`config.mk`:
```
export PLATFORM = sky130hd
export DESIGN_NAME = fetch_stage
export DESIGN_NICKNAME = d
export VERILOG_FILES = /design/src/rtl/fetch_stage_pkg.sv /design/src/rtl/fetch_stage_ifid_reg.sv /design/src/rtl/fetch_stage.sv
export SDC_FILE = /design/constraint.sdc
export NUM_CORES = 1
export LEC_CHECK = 0
export BUFFER_PORTS_ARGS = -buffer_cell sky130_fd_sc_hd__buf_2
export CAP_MARGIN = 20
export CORE_UTILIZATION = 50
export CTS_CLUSTER_SIZE = 20
export DETAILED_ROUTE_END_ITERATION = 8
export PLACE_DENSITY = 0.73
export SYNTH_ARGS = -nofsm -noshare
export SYNTH_HDL_FRONTEND = slang
export SYNTH_SLANG_ARGS = --single-unit
```
`constraint.sdc`:
```
create_clock -name clk -period 14.95 [get_ports clk]
set_clock_uncertainty 0.2 [all_clocks]
set_input_delay 0.7475 -clock clk [delete_from_list [all_inputs] [get_ports clk]]
set_output_delay 0.7475 -clock clk [all_outputs]
set_load 0.05 [all_outputs]
```
`src/rtl/fetch_stage_pkg.sv`:
```
// Shared constants and state encoding for the instruction-fetch stage.
package fetch_stage_pkg;

  localparam int          XLEN         = 32;
  localparam logic [31:0] RESET_PC_DEF = 32'h0000_0000;
  localparam logic [31:0] NOP_INSTR    = 32'h0000_0013;  // addi x0, x0, 0

  typedef enum logic [1:0] {
    ST_FETCH   = 2'd0,  // request outstanding, results flow into IF/ID
    ST_HOLD    = 2'd1,  // fetched word parked in buffer while decode stalls
    ST_DISCARD = 2'd2   // wrong-path request still in flight, drop its data
  } fetch_state_t;

  // Instruction addresses are word aligned; low two bits are dropped.
  function automatic logic [XLEN-1:0] align_word(input logic [XLEN-1:0] a);
    return {a[XLEN-1:2], 2'b00};
  endfunction

endpackage

```
`src/rtl/fetch_stage_ifid_reg.sv`:
```
// IF/ID pipeline register: load has priority over flush; neither means hold.
import fetch_stage_pkg::*;

module ifid_reg #(
  parameter int XLEN = 32
) (
  input  logic            clk,
  input  logic            rst,
  input  logic            load,
  input  logic            flush,
  input  logic [XLEN-1:0] load_pc,
  input  logic [31:0]     load_instr,
  output logic            valid,
  output logic [XLEN-1:0] pc,
  output logic [31:0]     instr
);

  // Register update: an invalid entry always carries a NOP so decode sees no side effects.
  always_ff @(posedge clk or posedge rst) begin
    if (rst) begin
      valid <= 1'b0;
      pc    <= '0;
      instr <= NOP_INSTR;
    end else if (load) begin
      valid <= 1'b1;
      pc    <= load_pc;
      instr <= load_instr;
    end else if (flush) begin
      valid <= 1'b0;
      instr <= NOP_INSTR;
    end
  end

endmodule

```
`src/rtl/fetch_stage.sv`:
```
// Instruction-fetch stage: PC/request FSM, one-entry stall buffer, redirect handling.
import fetch_stage_pkg::*;

module fetch_stage #(
  parameter int          XLEN     = fetch_stage_pkg::XLEN,
  parameter logic [31:0] RESET_PC = RESET_PC_DEF
) (
  input  logic            clk,
  input  logic            rst,
  output logic            imem_req,
  output logic [XLEN-1:0] imem_addr,
  input  logic            imem_ready,
  input  logic [31:0]     imem_rdata,
  input  logic            stall,
  input  logic            branch_flag,
  input  logic [XLEN-1:0] branch_target,
  output logic            ifid_valid,
  output logic [XLEN-1:0] ifid_pc,
  output logic [31:0]     ifid_instr,
  output logic            misalign_err
);

  fetch_state_t    state, state_nxt;
  logic [XLEN-1:0] req_addr, req_addr_nxt;
  logic [XLEN-1:0] pend_pc, pend_pc_nxt;
  logic [XLEN-1:0] hold_pc, hold_pc_nxt;
  logic [31:0]     hold_instr, hold_instr_nxt;

  logic            xfer, take;
  logic [XLEN-1:0] tgt;
  logic            ld, fl;
  logic [XLEN-1:0] ld_pc;
  logic [31:0]     ld_instr;

  // No request in HOLD, and none while reset is asserted (memory shares rst).
  assign imem_req  = !rst && (state != ST_HOLD);
  assign imem_addr = req_addr;
  assign xfer      = imem_req && imem_ready;
  // A stalled decode will present the branch again, so only act when not stalled.
  assign take      = branch_flag && ifid_valid && !stall;
  assign tgt       = align_word(branch_target);

  // State and fetch-address registers.
  always_ff @(posedge clk or posedge rst) begin
    if (rst) begin
      state      <= ST_FETCH;
      req_addr   <= RESET_PC[XLEN-1:0];
      pend_pc    <= '0;
      hold_pc    <= '0;
      hold_instr <= '0;
    end else begin
      state      <= state_nxt;
      req_addr   <= req_addr_nxt;
      pend_pc    <= pend_pc_nxt;
      hold_pc    <= hold_pc_nxt;
      hold_instr <= hold_instr_nxt;
    end
  end

  // Misaligned redirect is reported one cycle after the branch is taken.
  always_ff @(posedge clk or posedge rst) begin
    if (rst) misalign_err <= 1'b0;
    else     misalign_err <= take && (branch_target[1:0] != 2'b00);
  end

  // Next-state, next-address and IF/ID control.
  always_comb begin
    state_nxt      = state;
    req_addr_nxt   = req_addr;
    pend_pc_nxt    = pend_pc;
    hold_pc_nxt    = hold_pc;
    hold_instr_nxt = hold_instr;
    ld             = 1'b0;
    fl             = 1'b0;
    ld_pc          = req_addr;
    ld_instr       = imem_rdata;
    case (state)
      ST_FETCH: begin
        if (xfer) begin
          if (take) begin
            fl           = 1'b1;
            req_addr_nxt = tgt;
          end else if (stall) begin
            hold_pc_nxt    = req_addr;
            hold_instr_nxt = imem_rdata;
            req_addr_nxt   = req_addr + XLEN'(4);
            state_nxt      = ST_HOLD;
          end else begin
            ld           = 1'b1;
            req_addr_nxt = req_addr + XLEN'(4);
          end
        end else if (take) begin
          // Request cannot be withdrawn; remember where to go once it lands.
          pend_pc_nxt = tgt;
          fl          = 1'b1;
          state_nxt   = ST_DISCARD;
        end else if (!stall) begin
          fl = 1'b1;
        end
      end
      ST_HOLD: begin
        if (!stall) begin
          if (take) begin
            fl           = 1'b1;
            req_addr_nxt = tgt;
          end else begin
            ld       = 1'b1;
            ld_pc    = hold_pc;
            ld_instr = hold_instr;
          end
          state_nxt = ST_FETCH;
        end
      end
      ST_DISCARD: begin
        if (!stall) fl = 1'b1;
        if (xfer) begin
          req_addr_nxt = pend_pc;
          state_nxt    = ST_FETCH;
        end
      end
      default: state_nxt = ST_FETCH;
    endcase
  end

  ifid_reg #(.XLEN(XLEN)) u_ifid (
    .clk        (clk),
    .rst        (rst),
    .load       (ld),
    .flush      (fl),
    .load_pc    (ld_pc),
    .load_instr (ld_instr),
    .valid      (ifid_valid),
    .pc         (ifid_pc),
    .instr      (ifid_instr)
  );

endmodule

```
==> impl_metrics.ini <==
[detailed_routing]
drt_first_pass_iters = 5
route.vias.total = 7324
drt_initial_violations = 691
avgRoutedWirePerCell_um = 18.5
ant_nets = 0
routed_wirelength_mm = 23.0
drt_drc_violations_left = 0
viasPerCell = 5.90

[clock_network]
post-cts-setup-buffers = 0
clkLatencyLatePin_ps = 430
clockBufferDepth = 2
htree_levels = 4
holdBufCountCts = 0
cts_root_buffer = sky130_fd_sc_hd__clkbuf_16
clkSinkCount = 188
tritoncts.num_buffers = 17
clk_pin_slew_ps = 80
tritoncts = yes
post_cts_resize_count = 0

[setup_path]
rrSetupSlack_ps = 11790
endpoint_kind = flop
endpoint = u_ifid.instr[9]
crit_arrival_ps = 3300
worstRegToRegCells = 7
timing.setup.critical_path_class = reg2reg
r2r-start = state[1]
crit-reg2reg-capture = u_ifid.instr[9]
critical_path.max_fanout = 29
critical_path.startpoint_type = flop
critical_path_required_ps = 15090
startpoint = state[1]

[timing]
slew_viol_final = 0
final.setup.tns_ps = 0
worst_slew_pin_slew_ps = 1120
finalCritPeriodShare_pct = 21.1
finalSetupViolations = 0
fmax_ghz = 0.317
finalHoldViolCount = 0
fin_crit_ps = 3160
unrepaired_setup_endpoints_after_global_routing = no
slew_limit_headroom_pct = 25.3

[layout]
nets = 1077
syn2layout_area_growth_pct = 17.1
finish.instance_area_um2 = 10500
final_core_util_pct = 60.3
antenna-diode-count = 0
filler_cell_count = 1487
fin_cells = 1241
final_layout_size_suffix_gt1_share_pct = 26.5

[die]
io-pin-count = 168
floorplan.core_area_um2 = 17400
row_count = 48
dieWidth_um = 136
die-height_um = 136
start_util_pct = 51.5
die-area_um2 = 18500

[power]
power.clock.fraction_pct = 17.2
post-layout-total-power_uw = 2610
cellPowerDensity_nw_per_um2 = 249
leakage_uw = 0.00473
sequentialPowerShare_pct = 35.6
internal_power_uw = 1360
comb_power_share_pct = 47.2
p_switching_uw = 1260
power.switching_fraction_pct = 48.1
power.ir.vdd_worst_mv = 0.116

[grt]
first_global_vias = 6829
grt_remaining_overflow = 0
grt_start_max_net_pins = 128
grt_pass1_wl_mm = 36.7
number_of_antenna_violations_at_the_first_check_in_global_routing = 0
grt_use_total_pct = 25.8

[synth]
synth_sequential_area_ratio_pct = 52.5
synth_most_common_cell = sky130_fd_sc_hd__dfrtp_1
synth_cell_type_count = 62
synth.top_cells.by_count = 185 x sky130_fd_sc_hd__dfrtp_1, 133 x sky130_fd_sc_hd__nand2_1, 61 x sky130_fd_sc_hd__o21ai_0, 60 x sky130_fd_sc_hd__nor2_1, 46 x sky130_fd_sc_hd__mux2_2
synth.area.top_cells = sky130_fd_sc_hd__dfrtp_1 52%, sky130_fd_sc_hd__mux2_2 5.8%, sky130_fd_sc_hd__nand2_1 5.6%, sky130_fd_sc_hd__mux2_1 5.1%, sky130_fd_sc_hd__o21ai_0 3.4%
yosysWarnings = 0
most_used_flip_flop_cell_after_synthesis = sky130_fd_sc_hd__dfrtp_1
synthCells = 877
synth_top_cell_by_area = sky130_fd_sc_hd__dfrtp_1
synthDominantCellAreaShare_pct = 51.6
number_of_enable_flip_flop_cells_after_synthesis = 0
async_reset_ff_share_pct = 100
ys_ff_latch = 188
syn_area_um2 = 8980
synth.avg_cell_area_um2 = 10.2

[status]
outcome = finished clean

[hold_path]
timing.hold.worst.class = reg2reg

[place]
dp_wirelength_mm = 15.0
gpl.final_weighted_congestion = 0.868
dp.cells = 1208
portBuffers = 163
post_place_cell_area_um2 = 9900

[flow_run]
max-cap-violations = 0
## cell families (layout without fill, tap and decap cells)
group	after synthesis	count (layout)	share of synthesized area (%)
flip-flops	188	188	52.5
other	1	4	0.0418
AO/OA/AOI/OAI	247	247	18.5
adder cells (fa/ha/maj)	5	5	0.697
multiplexers	89	89	11.1
XOR/XNOR	2	2	0.195
AND/OR/NAND/NOR	262	262	13.0
buffers and inverters	83	219	4.04
## through the flow
stage	hold WS, ps	setup slack, ps
6_report	277	11790
5_1_grt	289	11550
4_1_cts	285	11790
3_5_place_dp	268	11650
3_3_place_gp	258	11710
2_1_floorplan	250	8890
## critical path: stages, from the launching register on
cell	delay (ps)
sky130_fd_sc_hd__dfrtp_1	420
sky130_fd_sc_hd__inv_1	90
sky130_fd_sc_hd__ha_1	350
sky130_fd_sc_hd__nor3b_2	350
sky130_fd_sc_hd__and2_1	310
sky130_fd_sc_hd__and3b_1	950
sky130_fd_sc_hd__a22oi_1	230
sky130_fd_sc_hd__o21ai_0	150
## power groups by stage
stage	clock (uW)	combinational, uW	sequential (uW)
2_1_floorplan	0	593	1240
3_3_place_gp	0	1190	927
3_5_place_dp	0	1230	937
4_1_cts	454	1230	929
5_1_grt	475	1330	963
6_report	450	1230	931
## flip-flops by register name, indices dropped and copies added, names as in the netlist
signal / count
hold_instr: 32
hold_pc: 30
imem_addr: 30
misalign_err: 1
pend_pc: 30
state: 2
u_ifid.instr: 32
u_ifid.pc: 30
u_ifid.valid: 1
## how the worst min path moves through the flow
stage               slack [ps]  cells after the start          start       endpoint
finish                     280                      2  u_ifid.pc[25]  u_ifid.pc[25]
global route               290                      2    hold_pc[16]    hold_pc[16]
CTS                        280                      2  u_ifid.pc[25]  u_ifid.pc[25]
detailed placement         270                      2  u_ifid.pc[25]  u_ifid.pc[25]
global placement           260                      2  u_ifid.pc[25]  u_ifid.pc[25]
floorplan                  250                      2     hold_pc[9]     hold_pc[9]
## area by class of cell
cell class | instances | area, um^2 | area share, %
Timing Repair Buffer | 176 | 953 | 9.07
Tap cell | 225 | 282 | 2.68
Clock buffer | 18 | 439 | 4.18
Multi-Input combinational cell | 609 | 3930 | 37.4
Clock inverter | 14 | 145 | 1.38
Sequential cell | 188 | 4710 | 44.8
Inverter | 11 | 48.8 | 0.464
## layer usage
metal  share of wire [%]  routed length, um  track usage, %
met2                  46              10500            38.7
met3                 6.5               1490            4.25
met4                 1.8                418            9.14
met5                   0                  0               0
met1                  46              10600            37.8
## placed cells by master, fill, tap and decap left out, types with 5 or more instances in the layout
master,instances
sky130_fd_sc_hd__a221oi_1,5
sky130_fd_sc_hd__o21ai_0,61
sky130_fd_sc_hd__nand4_1,11
sky130_fd_sc_hd__clkbuf_16,17
sky130_fd_sc_hd__inv_1,10
sky130_fd_sc_hd__o22a_1,10
sky130_fd_sc_hd__mux2_1,41
sky130_fd_sc_hd__a21oi_1,28
sky130_fd_sc_hd__and3_1,7
sky130_fd_sc_hd__buf_4,11
sky130_fd_sc_hd__buf_2,163
sky130_fd_sc_hd__and2_1,5
sky130_fd_sc_hd__mux2_2,46
sky130_fd_sc_hd__a211oi_1,6
sky130_fd_sc_hd__a31oi_1,40
sky130_fd_sc_hd__dfrtp_1,185
sky130_fd_sc_hd__nor3_1,6
sky130_fd_sc_hd__nor2_1,60
sky130_fd_sc_hd__a22o_1,15
sky130_fd_sc_hd__nand2_1,132
sky130_fd_sc_hd__a22oi_1,40
sky130_fd_sc_hd__inv_6,6
sky130_fd_sc_hd__ha_1,5
sky130_fd_sc_hd__nand3_1,17
sky130_fd_sc_hd__o31a_1,5
(Power assumes the default switching activity.)
